## config.mk

```make
export PLATFORM = sky130hd
export DESIGN_NAME = ifft8_seq
export DESIGN_NICKNAME = d
export VERILOG_FILES = /design/src/rtl/ifft8_seq.sv
export SDC_FILE = /design/constraint.sdc
export NUM_CORES = 2
export LEC_CHECK = 0
export CAP_MARGIN = 20
export CORE_ASPECT_RATIO = 0.9
export CORE_MARGIN = 4
export CORE_UTILIZATION = 55
export CTS_CLUSTER_DIAMETER = 100
export CTS_CLUSTER_SIZE = 40
export DETAILED_ROUTE_END_ITERATION = 7
export PLACE_DENSITY = 0.73
export SYNTH_ARGS = -nofsm -noshare
export SYNTH_HDL_FRONTEND = slang
export SYNTH_SLANG_ARGS = --single-unit
```

## constraint.sdc

```tcl
create_clock -name clk -period 55 [get_ports clk]
set_input_delay 16.5 -clock clk [delete_from_list [all_inputs] [get_ports clk]]
set_output_delay 16.5 -clock clk [all_outputs]
set_load 0.02 [all_outputs]
```

## src/rtl/ifft8_seq.sv

```systemverilog
// ifft8_seq: sequential 8-point radix-2 inverse FFT.
// Loads 8 complex bins serially (bit-reversed addressing), runs 12 butterflies
// on one shared complex multiplier, then streams out 8 time samples scaled by 1/8.
module ifft8_seq #(
  parameter int unsigned W  = 12,
  parameter int unsigned IW = 16
) (
  input  logic                clk,
  input  logic                rst,
  input  logic                in_valid,
  output logic                in_ready,
  input  logic signed [W-1:0] in_re,
  input  logic signed [W-1:0] in_im,
  output logic                out_valid,
  input  logic                out_ready,
  output logic signed [W-1:0] out_re,
  output logic signed [W-1:0] out_im,
  output logic                out_last,
  output logic                busy
);

  // Product width: IW-bit data times 5-bit twiddle, plus one bit for the sum.
  localparam int unsigned PW = IW + 6;
  localparam logic signed [PW-1:0] TW_SCALE = PW'(10);
  localparam logic signed [IW-1:0] SAT_MAX  = IW'((2 ** (W - 1)) - 1);
  localparam logic signed [IW-1:0] SAT_MIN  = IW'(-(2 ** (W - 1)));
  localparam logic [3:0]           BF_LAST  = 4'd11;

  typedef enum logic [1:0] {
    ST_LOAD    = 2'd0,
    ST_COMPUTE = 2'd1,
    ST_UNLOAD  = 2'd2
  } state_t;

  state_t               r_state;
  logic [2:0]           r_in_cnt;
  logic [2:0]           r_out_cnt;
  logic [3:0]           r_bf_cnt;
  logic signed [IW-1:0] r_re [8];
  logic signed [IW-1:0] r_im [8];

  logic                 w_in_fire;
  logic [2:0]           w_ld_addr;
  logic [2:0]           w_next_idx;
  logic [1:0]           w_m;
  logic [2:0]           w_p;
  logic [2:0]           w_q;
  logic [1:0]           w_k;
  logic signed [4:0]    w_wr;
  logic signed [4:0]    w_wi;
  logic signed [IW-1:0] w_ar;
  logic signed [IW-1:0] w_ai;
  logic signed [IW-1:0] w_br;
  logic signed [IW-1:0] w_bi;
  logic signed [PW-1:0] w_pr;
  logic signed [PW-1:0] w_pi;
  logic signed [IW-1:0] w_tr;
  logic signed [IW-1:0] w_ti;
  logic signed [IW-1:0] w_a_re_n;
  logic signed [IW-1:0] w_a_im_n;
  logic signed [IW-1:0] w_b_re_n;
  logic signed [IW-1:0] w_b_im_n;

  // Output scaling: arithmetic shift by 3, then clamp to the W-bit range.
  function automatic logic signed [W-1:0] scale_sat(input logic signed [IW-1:0] v);
    logic signed [IW-1:0] sh;
    sh = v >>> 3;
    if (sh > SAT_MAX) begin
      sh = SAT_MAX;
    end else if (sh < SAT_MIN) begin
      sh = SAT_MIN;
    end
    return sh[W-1:0];
  endfunction

  assign w_in_fire  = in_valid & in_ready;
  assign w_ld_addr  = {r_in_cnt[0], r_in_cnt[1], r_in_cnt[2]};
  assign w_next_idx = r_out_cnt + 3'd1;
  assign w_m        = r_bf_cnt[1:0];

  // Butterfly addressing: insert a zero at bit s of the in-stage index to get p.
  always_comb begin
    w_p = 3'd0;
    w_q = 3'd0;
    w_k = 2'd0;
    case (r_bf_cnt[3:2])
      2'd0: begin
        w_p = {w_m, 1'b0};
        w_q = {w_m, 1'b1};
        w_k = 2'd0;
      end
      2'd1: begin
        w_p = {w_m[1], 1'b0, w_m[0]};
        w_q = {w_m[1], 1'b1, w_m[0]};
        w_k = {w_m[0], 1'b0};
      end
      default: begin
        w_p = {1'b0, w_m};
        w_q = {1'b1, w_m};
        w_k = w_m;
      end
    endcase
  end

  // Inverse twiddle table, scaled by 10.
  always_comb begin
    w_wr = 5'sd10;
    w_wi = 5'sd0;
    case (w_k)
      2'd0: begin w_wr = 5'sd10;  w_wi = 5'sd0;  end
      2'd1: begin w_wr = 5'sd7;   w_wi = 5'sd7;  end
      2'd2: begin w_wr = 5'sd0;   w_wi = 5'sd10; end
      default: begin w_wr = -5'sd7; w_wi = 5'sd7; end
    endcase
  end

  assign w_ar = r_re[w_p];
  assign w_ai = r_im[w_p];
  assign w_br = r_re[w_q];
  assign w_bi = r_im[w_q];

  assign w_pr = PW'(w_br) * PW'(w_wr) - PW'(w_bi) * PW'(w_wi);
  assign w_pi = PW'(w_br) * PW'(w_wi) + PW'(w_bi) * PW'(w_wr);
  assign w_tr = IW'(w_pr / TW_SCALE);
  assign w_ti = IW'(w_pi / TW_SCALE);

  assign w_a_re_n = w_ar + w_tr;
  assign w_a_im_n = w_ai + w_ti;
  assign w_b_re_n = w_ar - w_tr;
  assign w_b_im_n = w_ai - w_ti;

  // Working buffer: bit-reversed load, in-place butterfly writes; no reset needed.
  always_ff @(posedge clk) begin
    if (r_state == ST_LOAD && w_in_fire) begin
      r_re[w_ld_addr] <= IW'(in_re);
      r_im[w_ld_addr] <= IW'(in_im);
    end else if (r_state == ST_COMPUTE) begin
      r_re[w_p] <= w_a_re_n;
      r_im[w_p] <= w_a_im_n;
      r_re[w_q] <= w_b_re_n;
      r_im[w_q] <= w_b_im_n;
    end
  end

  // Control FSM with registered handshake and output data.
  always_ff @(posedge clk) begin
    if (rst) begin
      r_state   <= ST_LOAD;
      r_in_cnt  <= 3'd0;
      r_out_cnt <= 3'd0;
      r_bf_cnt  <= 4'd0;
      in_ready  <= 1'b1;
      out_valid <= 1'b0;
      out_last  <= 1'b0;
      busy      <= 1'b0;
      out_re    <= '0;
      out_im    <= '0;
    end else begin
      case (r_state)
        ST_LOAD: begin
          if (w_in_fire) begin
            r_in_cnt <= r_in_cnt + 3'd1;
            if (r_in_cnt == 3'd7) begin
              r_state  <= ST_COMPUTE;
              r_bf_cnt <= 4'd0;
              in_ready <= 1'b0;
              busy     <= 1'b1;
            end
          end
        end
        ST_COMPUTE: begin
          r_bf_cnt <= r_bf_cnt + 4'd1;
          if (r_bf_cnt == BF_LAST) begin
            // buf[0] was finalised by butterfly 9, so it is safe to read here.
            r_state   <= ST_UNLOAD;
            r_out_cnt <= 3'd0;
            out_valid <= 1'b1;
            out_last  <= 1'b0;
            out_re    <= scale_sat(r_re[0]);
            out_im    <= scale_sat(r_im[0]);
          end
        end
        ST_UNLOAD: begin
          if (out_ready) begin
            if (r_out_cnt == 3'd7) begin
              r_state   <= ST_LOAD;
              r_in_cnt  <= 3'd0;
              r_out_cnt <= 3'd0;
              in_ready  <= 1'b1;
              out_valid <= 1'b0;
              out_last  <= 1'b0;
              busy      <= 1'b0;
              out_re    <= '0;
              out_im    <= '0;
            end else begin
              r_out_cnt <= w_next_idx;
              out_re    <= scale_sat(r_re[w_next_idx]);
              out_im    <= scale_sat(r_im[w_next_idx]);
              out_last  <= (w_next_idx == 3'd7);
            end
          end
        end
        default: begin
          r_state <= ST_LOAD;
        end
      endcase
    end
  end

endmodule

```

* Yosys cells after proc, flatten, opt, wreduce, memory -nomap -nowiden
Memory sizes are Yosys's and may differ from the RTL's.
Cells that the tools add are included.
** Word-level totals
- Register bits :: 40
- Bits in latches :: 0
- Bits in writable memories :: 256
- Memory bits (read-only) :: 0
- Input port bits :: 28
- Output and inout bits :: 28
- Logic and storage cells :: 130
- Memories kept :: 2
** Memory list
- r_im :: words 8, bits a word 16, rd ports 4, clocked after memory_dff 0, write ports 2, line 40 : logic signed [IW-1:0] r_im [8];
- r_re :: words 8, bits a word 16, rd ports 4, clocked after memory_dff 0, write ports 2, line 39 : logic signed [IW-1:0] r_re [8];
** Operators by class
- Add/sub/neg operators :: 9
- Multiply operators :: 4
- Divide/modulo/power cells :: 2
- Magnitude comparators :: 8
- Equality and inequality tests :: 14
- Shift-type cells :: 0
- Multiplexer cells :: 65
- Bitwise operators :: 1
- Reduce and logical (&&, ||, !) cells :: 15
** Operators with widths (number)
- 12-bit two-way mux :: 14
- 16-bit by 5-bit multiplier with 21-bit output :: 4
- 13-bit by 12-bit greater-than comparator with 1-bit output, second input constant :: 4
- 13-bit by 12-bit less-than comparator with 1-bit output, second input constant :: 4
- 12-bit case mux with 2 select lines :: 2
- 22-bit by 5-bit divider with 22-bit output, second input constant :: 2
- 16-bit adder :: 2
- 16-bit two-way mux :: 2
- 16-bit OR reduction :: 2
- 16-bit subtractor :: 2
- 3-bit two-way mux :: 8
- 3-bit case mux with 2 select lines :: 4
- 21-bit by 21-bit adder with 22-bit output :: 1
- 21-bit by 21-bit subtractor with 22-bit output :: 1
- 1-bit two-way mux :: 19
- 4-bit case mux with 2 select lines :: 2
- 5-bit case mux with 3 select lines :: 1
- 2-bit two-way mux :: 5
- 5-bit AND reduction :: 2
- 3-bit equality test, second input constant :: 3
- 4-bit two-way mux :: 2
- 1-bit case mux with 2 select lines :: 4
- 4-bit AND reduction :: 2
- 3-bit by 1-bit adder with 3-bit output, second input constant :: 2
- other kinds (13) :: 24

* Logic depth before layout (Yosys ltp)
- Word-level depth :: 9
- Depth in mapped cells :: 98

* Worst setup path after synthesis
OpenSTA, ideal clock, no wires.
- Path type :: input -> register
- Start :: in in_valid
- End :: mem r_im[1][0] (enable)
- Library setup time :: 0.470 ns
- Data arrival time :: 19.452 ns
- Path slack :: 35.078 ns
- Stages :: 6
- Cells stage by stage :: nand2_1 > nor3b_1 > a21oi_1 > nor2_1 > nand2_1 > o31ai_1
** RTL lines
- from (decl) :: line 10 : input logic in_valid,
- to (decl) :: line 40

==> results.md <==
- Run status: finished clean
- Via count: 34733
- Hold_ws: 475 ps
- Max Slew Vio Count: 0
- First-pass GRT wire length: 187 mm
- Congestion Overflow GR: 0
- Worst Setup SP: r_bf_cnt[3]$_SDFFE_PP0P_
- Skew final: 57.6 ps
- Worst-path clk slew: 160 ps
- Power consumption: 1560 uW
- Die Wd: 287 um
- Critical-path top delay cell: nor2_4
- Total GRT Usage: 0.315
- Hold Startpoint: r_out_cnt[2]$_SDFFE_PP0P_
- Num CTS Buffers: 11
- CP delay by family, top: compound AO/OA/AOI/OAI gates
- HP Class: register to register
- Cell-internal power: 672 uW
- # H-tree levels: 1
- Post-Syn Area: 38600 um^2
- Period utilization: 0.418
- Fmax achieved: approximately 44 MHz
- 1st-pass router iterations: 6
- Net Switching: 888 uW
- Comb power frac: 0.767
- Largest net degree at the start of global routing: 55
- HPWL after DPL: 88.9 mm
- Slew headroom: 0.162
- WP buf/inv: 4
- Synth unique cells: 151
- Endpoint type of the worst setup path: register
- I/O Buffers: 55
- Worst-path fanout max: 53
- Inserted Diodes: 0
- Top Ports: 56
- Synth Register Bits: 296
- CTS Hold Bufs: 0
- Share of synthesized registers carrying an async set or reset: 0
- Reg2Reg Launch Point: r_bf_cnt[3]$_SDFFE_PP0P_
- DR iter-0 viols: 4646
- Initial Util: 0.559
- Layout area overhead: 4.00%
- Initial antenna violation count: 0
- WS Path Type: register to register
- Critical Path RT: 55280 ps
- Ratio of total power to cell area: 38.8 nW/um^2
- Residual DRC count: 0
- Syn_area_per_cell: 8.69 um^2
- Clock Power Share: 0.072
- Most used DFF post-synth: edfxtp_1
- Register area share after synthesis: 0.220
- RSZ-0062 raised after global routing: no
- Endpoints failing hold: 0
- Final TNS setup: 0 ps
- Ratio of cells with drive above 1 in the final layout: 0.0938
- Routed Antenna Nets: 0
- Clock sink count: 296
- Final setup fails: 0
- Number of nets in the layout: 4806
- CTS tree: built
- Core area: 69100 um^2
- Top cell by count, worst path: a21oi_1
- Post-CTS Setup Inserts: 0
- Max clock buf depth: 3
- Worst-Skew Late Latency: 540 ps
- Gpl congestion: about 0.94
- Vias in the first global route: 32447
- Switching share of total power: 0.569
- Die Area: 74600 um^2
- CP Launch Type: register
- Worst slew pin tran: 1260 ps
- Routed wire per std cell: 22.7 um
- YS warnings: 0
- FP Rows: slightly above 90
- Post-Syn Instances: between 4000 and 5000
- Max Cap Violations: 0
- Post-synth EDFFs: 256
- Syn nets: just under 5000
- Root buf cell: clkbuf_16
- CP arrival: 23260 ps
- Max incr delay on CP: roughly 900 ps
- Peak supply drop: slightly above 70 uV
- Die H: 259 um
- WL final: 119 mm
- Resized cells post-CTS: 0
- Pleak: between 0.015 and 0.02 uW
- Via/cell ratio: approximately 6.6
- Post-route minimum period: 22980 ps
- Part of the power in registers: 0.161
[state kept, by name (all words and copies together) (netlist names)]
register and cells:
r_out_cnt 3, r_in_cnt 3, r_bf_cnt 4, busy 1
out_re 12, out_valid 1, in_ready 1, r_im 128
out_im 12, out_last 1, r_state 2, r_re 128
[worst paths after layout]
path | to | slack [ps] | depth (start not counted)
setup / recovery | r_re[6][15]$_DFFE_PP_ | 32020 | 69
setup reg to reg | r_re[6][15]$_DFFE_PP_ | 32020 | 69
hold / removal | r_out_cnt[2]$_SDFFE_PP0P_ | 480 | 2
hold reg to reg | r_out_cnt[2]$_SDFFE_PP0P_ | 480 | 2
[cell usage in the layout, fill, tap and decap left out, types with 19 or more instances in the layout]
cell / netlist / layout
fa_1: 242 / 242
o21ai_1: 36 / 36
nand3_1: 118 / 118
mux4_2: 117 / 117
or2_2: 22 / 22
edfxtp_1: 256 / 256
o2111ai_1: 22 / 22
clkdlybuf4s50_1: 0 / 55
xor2_1: 61 / 60
o21ai_0: 141 / 134
nor2_1: 577 / 574
o211ai_1: 45 / 45
nand4_1: 32 / 32
a311oi_1: 31 / 31
a21oi_1: 363 / 362
ha_1: 203 / 202
nand2b_1: 38 / 36
a211oi_1: 38 / 38
and2_1: 27 / 27
o31ai_1: 20 / 19
o21a_1: 25 / 25
dfxtp_1: 40 / 38
a31oi_1: 44 / 44
nor4_1: 20 / 20
mux2i_1: 35 / 35
mux2_2: 31 / 31
a21o_1: 38 / 38
nor3_1: 71 / 71
nand2_1: 477 / 477
a221oi_1: 22 / 22
buf_4: 5 / 72
inv_1: 398 / 398
o21bai_1: 33 / 32
xnor2_1: 147 / 146
or3_1: 21 / 21
[stage by stage]
stage	setup WS (ps)	util	area [um^2]	instances
after global routing	30340	0.581	40200	5267
after floorplan	35080	-	38600	4447
final	32020	0.581	40200	5267
after CTS	32280	0.581	40200	5265
after detailed placement	32410	0.577	39800	5248
after global placement	32490	0.577	39800	5248
[cells by family (layout without fill, tap and decap cells)]
group / Yosys count / count (layout) / share of synthesized area
compound gates: 1118 / 1118 / 0.201
flops: 296 / 296 / 0.220
mux: 183 / 183 / 0.0863
simple gates: 1536 / 1536 / 0.182
fa+ha+maj: 449 / 449 / 0.192
buf+inv: 655 / 545 / 0.0701
xor+xnor: 210 / 210 / 0.0482
[metal layers]
metal / vias to the layer above / global-route usage / share of wire
met5: - / 0 / 0
met4: 0 / 0.118 / 0.046
met3: 285 / 0.0684 / 0.13
met2: 2134 / 0.470 / 0.43
met1: 16601 / 0.451 / 0.40
li1: 15713 / - / -
[synthesized netlist by cell type, types with 21 or more instances]
| master | number | area [um^2] |
|---|---|---|
| a221oi_1 | 22 | 193 |
| buf_1 | 29 | 109 |
| xor2_1 | 61 | 534 |
| nand2_1 | 477 | 1790 |
| mux4_2 | 117 | 2640 |
| a21o_1 | 38 | 285 |
| or2_2 | 22 | 138 |
| mux2i_1 | 35 | 350 |
| clkbuf_1 | 181 | 679 |
| a311oi_1 | 31 | 272 |
| xnor2_1 | 147 | 1290 |
| nand3_1 | 118 | 591 |
| o2111ai_1 | 22 | 193 |
| or3_1 | 21 | 131 |
| mux2_2 | 31 | 349 |
| a31oi_1 | 44 | 275 |
| nor2_1 | 577 | 2170 |
| nand2b_1 | 38 | 238 |
| o21ai_1 | 36 | 180 |
| dfxtp_1 | 40 | 801 |
| o21bai_1 | 33 | 248 |
| edfxtp_1 | 256 | 7690 |
| ha_1 | 203 | 2540 |
| o21ai_0 | 141 | 706 |
| and2_1 | 27 | 169 |
| o211ai_1 | 45 | 338 |
| a21oi_1 | 363 | 1820 |
| nor3_1 | 71 | 355 |
| a211oi_1 | 38 | 285 |
| inv_1 | 398 | 1490 |
| o21a_1 | 25 | 188 |
| nand4_1 | 32 | 200 |
| fa_1 | 242 | 4840 |
[power by group through the flow]
stage	Clock [uW]	Combinational [uW]	Sequential (uW)
2_1_floorplan	0	850	255
3_3_place_gp	0	1150	256
3_5_place_dp	0	1150	256
4_1_cts	111	1160	251
5_1_grt	118	1280	252
6_report	112	1200	252
[tightest hold or removal path, cell delays in order (launching register included)]
cell	delay, ps
dfxtp_1	340
nand2_1	60
a21oi_1	50
[layout make-up]
class | count | area, um^2
clock inverter | 1 | 30.0
sequential | 296 | 8490
clock buffer | 16 | 294
timing repair buffer | 128 | 1100
inverter | 400 | 1500
multi-input combinational | 3496 | 27600
tap | 930 | 1160
fill | 6088 | 28900
No activity file was read; power rests on OpenSTA's default activity.
